`src/rtl/sysid_timeout_ctr.sv`:
```
// Per-read cycle counter; expired flags the last cycle a read may still complete in.
module sysid_timeout_ctr #(
  parameter int unsigned LIMIT = 256
) (
  input  logic clock,
  input  logic reset,
  input  logic clear,
  input  logic enable,
  output logic expired
);

  logic [15:0] count;

  always_ff @(posedge clock) begin
    if (reset || clear) begin
      count <= 16'd0;
    end else if (enable) begin
      count <= count + 16'd1;
    end
  end

  assign expired = (count == 16'(LIMIT - 1));

endmodule

```
`config.mk`:
```
export PLATFORM = sky130hd
export DESIGN_NAME = sysid_timeout_ctr
export DESIGN_NICKNAME = d
export VERILOG_FILES = /design/src/rtl/sysid_timeout_ctr.sv
export SDC_FILE = /design/constraint.sdc
export NUM_CORES = 1
export LEC_CHECK = 0
export BUFFER_PORTS_ARGS = -buffer_cell sky130_fd_sc_hd__buf_2
export CELL_PAD_IN_SITES_DETAIL_PLACEMENT = 1
export CELL_PAD_IN_SITES_GLOBAL_PLACEMENT = 1
export CORE_ASPECT_RATIO = 1.2
export CORE_MARGIN = 1
export CORE_UTILIZATION = 30
export DETAILED_ROUTE_END_ITERATION = 8
export HOLD_SLACK_MARGIN = 0.02
export PLACE_DENSITY = 0.61
export SLEW_MARGIN = 20
export SYNTH_ARGS = -nofsm -noshare
export SYNTH_HDL_FRONTEND = slang
export SYNTH_SLANG_ARGS = --single-unit
```
`constraint.sdc`:
```
create_clock -name clock -period 3.5 [get_ports clock]
set_clock_uncertainty 0.2 [all_clocks]
set_input_delay 0.35 -clock clock [delete_from_list [all_inputs] [get_ports clock]]
set_output_delay 0.35 -clock clock [all_outputs]
set_load 0.05 [all_outputs]
```
== Yosys cells after proc, flatten, opt, wreduce, memory -nomap -nowiden ==
Index checks and enable logic that the tools add are counted.

* Input port bits: 4
* Bits in registers: 16
* Output and inout bits: 1
* Word-level logic and storage cells: 4

* Equality and inequality tests: 1
* Add/subtract/negate cells: 1
* Reduce and logical (&&, ||, !) cells: 1

{| class="wikitable"
|+ Operators by type and width
! cell !! count
|-
| adder 16 x 1 -> 16 bit, second input constant || 1
|-
| == test 16 x 8 -> 1 bit, second input constant || 1
|-
| logical OR 1 bit || 1
|}

== Longest topological paths before layout ==
Gate-level depths: netlist of run 1.

* Depth in word-level cells: 1
* Mapped depth: 5
* Gate-level depth less buffers: 5

== Least setup slack after synthesis of run 1 ==
No wires, ideal clock.

* Path kind: reg-to-output
* Start: reg count[9]
* End: out expired
* Stages on the path, launching flop included: 3
* Required time: 2,950 ps
* Path slack: 1,052 ps
* Arrival time: 1,898 ps
* Buffers on the path: 0
* Cells stage by stage: dfxtp_1 -> or4_1 -> nor3_1

* Longest elaborated chain between the ends: 1

{| class="wikitable"
|+ Ends and longest elaborated chain
! what !! RTL line !! text
|-
| start: declaration || 12 || <nowiki>logic [15:0] count;</nowiki>
|-
| start signal: assignment || 18 || <nowiki>count <= count + 16'd1;</nowiki>
|-
| == test 16 x 8 -> 1 bit || 22 || <nowiki>assign expired = (count == 16'(LIMIT - 1));</nowiki>
|-
| end: declaration || 9 || <nowiki>output logic expired</nowiki>
|}

No other way between the ends.

== Worst setup path in the final report of run 1 ==
Same ends and word-level chain as after synthesis.

==> results of run 1 <==
## per-stage QoR
stage | hold slack [ns] | utilization | cells | power [uW]
2_1_floorplan | 0.247 | - | 87 | 195
3_3_place_gp | 0.269 | 0.339 | 122 | 199
3_5_place_dp | 0.273 | 0.339 | 122 | 199
4_1_cts | 0.129 | 0.353 | 126 | 329
5_1_grt | 0.146 | 0.353 | 126 | 336
6_report | 0.139 | 0.353 | 126 | 323
## per-layer routing
layer  vias up  GRT usage
li1        315          -
met1       282      0.147
met2         8      0.223
met3         5     0.0233
met4         0      0.101
met5         -          0
## report_power, final
part	total [uW]	switching (uW)	internal, uW
combinational	10.8	6.84	3.98
clock	128	64.7	63.5
sequential	184	1.07	183
## area by class of cell
class	instances	area share
clock buffer	4	0.0406
multi-input combinational	68	0.528
timing repair buffer	4	0.0224
sequential	16	0.359
inverter	1	0.00420
tap	33	0.0462
## worst max-delay path, cell delays in order (launching register included)
cell,delay [ns]
dfxtp_1,0.37
or4_1,0.52
nor3_1,0.13
buf_2,0.28
## cells by family (layout without fill, tap and decap cells)
| family | Yosys count | count (layout) | share of synthesized area |
|---|---|---|---|
| buf+inv | 3 | 9 | 0.0140 |
| fa+ha+maj | 1 | 1 | 0.0156 |
| mux | 2 | 2 | 0.0249 |
| simple gates | 47 | 47 | 0.379 |
| xor+xnor | 10 | 10 | 0.109 |
| compound gates | 8 | 8 | 0.0592 |
| flops | 16 | 16 | 0.399 |
## worst paths after layout
check / end / slack (ns) / cells past startpoint
max: expired / 1.35 / 3
min: count[15] / 0.14 / 3
max reg2reg: count[14] / 1.81 / 5
min reg2reg: count[15] / 0.28 / 2
## cell usage in the layout, fill, tap and decap left out, drive strengths merged, types with 2 or more instances in the layout
cell type and n:
nand3 5, and4 2, nor3 3, a21oi 4, nand2 9, xnor2 5
dfxtp 16, a31o 2, nand4 3, clkbuf 4, nor2 14, or3 3
nor4 4, mux2i 2, buf 4, xor2 5, o21ai 2
==> results.cfg, run 1 <==
[drt]
wl_met1_microns = 718
drt_first_pass_iters = 3
ant_nets = 0
top_layer = met4
wl_per_cell_microns = 12.5
route.met2.wl_microns = 766
vias = 610
drt-initial-drc-count = 8
wirelength_microns = 1570
vias_per_cell = 4.84
dr_wl_met3_microns = 36
drcViolationCount = 0

[global_routing]
grt_overflow_total = 0
grt_pass1_wl_microns = 2750
grt_pass1_vias = 646
antenna_found_initial = 0
gr-usage-all-layers = 0.132
grt_max_degree = 16

[floorplanning]
initial_core_util = 0.318
die_area_sq_um = 2890
die_h_microns = 58.7
io_pins = 5
die_w_microns = 49.2
num_rows = 20
core_sq_um = 2530

[timing]
max_freq_mhz = 465
min_period_over_period = 0.615
fin_crit_ns = 2.15
slew_violations = 0
slew_headroom = 0.784
tns_ns = 0
tightest_slew_ns = 0.323
hold_violations = 0
finalSetupViolations = 0
finalWorstSetupSlack_ns = 1.35
rsz0062_at_grt = false

[placement]
portBuffers = 4
gp_congestion = 0.712
dp_hpwl_microns = 1160
place_ws_ns = 1.68
placed_area_sq_um = 857

[setup_path]
worstPathRequired_ns = 2.95
end_kind = output pin
crit_type = register to output pin
start_kind = register
arrival_ns = 1.60
crit_path_max_fanout = 6
r2r_start = count[0]
startpoint = count[9]

[finish]
multiInputGateArea_sq_um = 472
drive_gt1_frac = 0.204
regMostFlops = count
antenna_cells = 0
regArea_sq_um = 320
top_regs = count: 16 flops
nets = 99
largest_reg_flops = 16
synthToLayoutAreaGrowth_pct = 11.2
fillerInstances = 313
design_area_sq_um = 893

[clocking]
htreeDepth = 1
insertion_delay_ns = 0.30
numCtsBuffers = 3
clock_sinks = 16
cts_resized = 0
clk_pin_slew_worst_paths_ns = 0.10
cts_root_buf = clkbuf_4
cts_tree = yes
clockBufferDepth = 2
cts_setup_buffers = 0
cts_hold_buf = 0

[logic_synthesis]
synth_cell_types = 28
synth_edf_count = 0
synth.most_common_cell = dfxtp_1
synth_nets = 92
synth_top_area_frac = 0.399
synth_cells = 87
yosys_most_used_dff = dfxtp_1
ys_seq_elements = 16
synth.cell_area_sq_um = 803
synthArstFlopShare = 0
synth_area_leader_cell = dfxtp_1
synth-seq-area-share = 0.399
synth_common_cells = dfxtp_1 (16), nor2_1 (12), nand2_1 (9)
avgSynthCellArea_sq_um = 9.23
yosysWarnings = 0
yosys-top-cells-area = dfxtp_1 (40%), nor2_1 (5.6%), xnor2_1 (5.5%)

[flow_run]
cap_viol_max_count = 0

[pwr]
cellPowerDensity_nw_per_um2 = 361
max-vdd-ir-drop_uv = 179
leakagePower_uw = 0.000323

[outcome]
status = completed

[min_path]
holdCritPathClass = input pin to register
min_from = clear
(Power assumes the default switching activity.)
==> inputs of run 2 (changes only) <==
- PLACE_DENSITY: 0.61 -> 0.63
- clock period: 3.5 -> 1.7 ns (I/O delays scaled with it)
==> results.cfg, run 2 (synthesized netlist as in run 1, its figures left out) <==
[setup_path]
end_kind = output pin
crit_type = register to output pin
worstPathRequired_ns = 1.33
crit_path_max_fanout = 2
arrival_ns = 1.48
r2r_start = count[2]
startpoint = count[9]
start_kind = register

[finish]
drive_gt1_frac = 0.350
nets = 110
layout_common_cells = dfxtp_1 (13), nor2_1 (12), nand2_1 (9), buf_4 (9)
largest_reg_flops = 16
regMostFlops = count
top_regs = count: 16 flops
mostFrequentLayoutCell = dfxtp_1
antenna_cells = 0
synthToLayoutAreaGrowth_pct = 26.9
fin_util = 0.403

[drt]
top_layer = met4
wl_per_cell_microns = 14.2
vias_per_cell = 5.01
vias = 682
drt-initial-drc-count = 16
drt_first_pass_iters = 4
wirelength_microns = 1940
route.met2.wl_microns = 991
dr_wl_met3_microns = 33
ant_nets = 0
wl_met1_microns = 857
drcViolationCount = 0

[floorplanning]
die_h_microns = 58.7
initial_core_util = 0.318
num_rows = 20
io_pins = 5
die_w_microns = 49.2
die_area_sq_um = 2890
core_sq_um = 2530

[flow_run]
cap_viol_max_count = 0

[clocking]
clock_sinks = 16
cts_setup_buffers = 0
htreeDepth = 1
numCtsBuffers = 3
cts_root_buf = clkbuf_4
cts_tree = yes
insertion_delay_ns = 0.29
clockBufferDepth = 2
clk_pin_slew_worst_paths_ns = 0.09

[outcome]
status = finished, violations left
violations = negative setup slack

[global_routing]
antenna_found_initial = 0
gr-usage-all-layers = 0.145
grt_overflow_total = 0
grt_max_degree = 16
grt_pass1_wl_microns = 3080
grt_pass1_vias = 687

[placement]
dp_hpwl_microns = 1370
portBuffers = 4
gp_congestion = 0.691

[timing]
finalSetupViolations = 1
finalWorstSetupSlack_ns = -0.147
hold_violations = 0
max_freq_mhz = 541
slew_headroom = 0.779
min_period_over_period = 1.09
rsz0062_at_grt = true
fin_crit_ns = 1.85
tightest_slew_ns = 0.331
tns_ns = -0.147
slew_violations = 0

[min_path]
min_from = enable
holdCritPathClass = input pin to register

[pwr]
cellPowerDensity_nw_per_um2 = 602
max-vdd-ir-drop_uv = 318
leakagePower_uw = 0.000382
[run 2: report_power, final]
part | internal, uW | switching, uW | leakage [uW]
sequential | 376 | 1.13 | 0.000131
clock | 82.6 | 124 | 0.0000138
combinational | 13.3 | 16.8 | 0.000238
[run 2: through the flow]
step | power, uW | setup slack [ns] | instance area [sq um] | instances | hold WS, ns
after global placement | 412 | 0.0834 | 936 | 131 | 0.265
after global routing | 635 | -0.174 | 1020 | 136 | 0.0658
final | 614 | -0.147 | 1020 | 136 | 0.0455
after detailed placement | 413 | 0.0297 | 936 | 131 | 0.279
after floorplan | 401 | 0.00624 | 815 | 87 | 0.118
after CTS | 623 | -0.164 | 1010 | 136 | 0.0397
[run 2: final timing paths]
kind | endpoint | slack, ns | cells past startpoint
hold reg to reg | count[5] | 0.32 | 2
hold / removal | count[1] | 0.05 | 3
setup reg to reg | count[13] | 0.09 | 4
setup / recovery | expired | -0.15 | 3
[run 2: critical path, stage by stage, from the launching register on]
cell and delay, ns:
dfxtp_2 0.33, or4_4 0.54, nor3_4 0.14, buf_6 0.18
[run 2: layer usage]
metal,vias up,global-route usage
li1,336,-
met3,5,0.0155
met2,7,0.247
met4,0,0.101
met1,334,0.171
met5,-,0
[run 2: final cells by class]
cell class | instances | area, sq um
well taps | 33 | 41.3
repair buffers | 15 | 114
fillers | 304 | 1510
flip-flops and latches | 16 | 324
clock buffers | 3 | 22.5
inverters | 1 | 3.75
multi-input cells | 68 | 514
[run 2: timing repair]
item / CTS / global route
pin swaps: 2 / 0
endpoints found under the setup margin: 1 / 1
hold buffers: 2 / 0
resized for setup: 7 / 4
hold endpoints to repair: 1 / 0
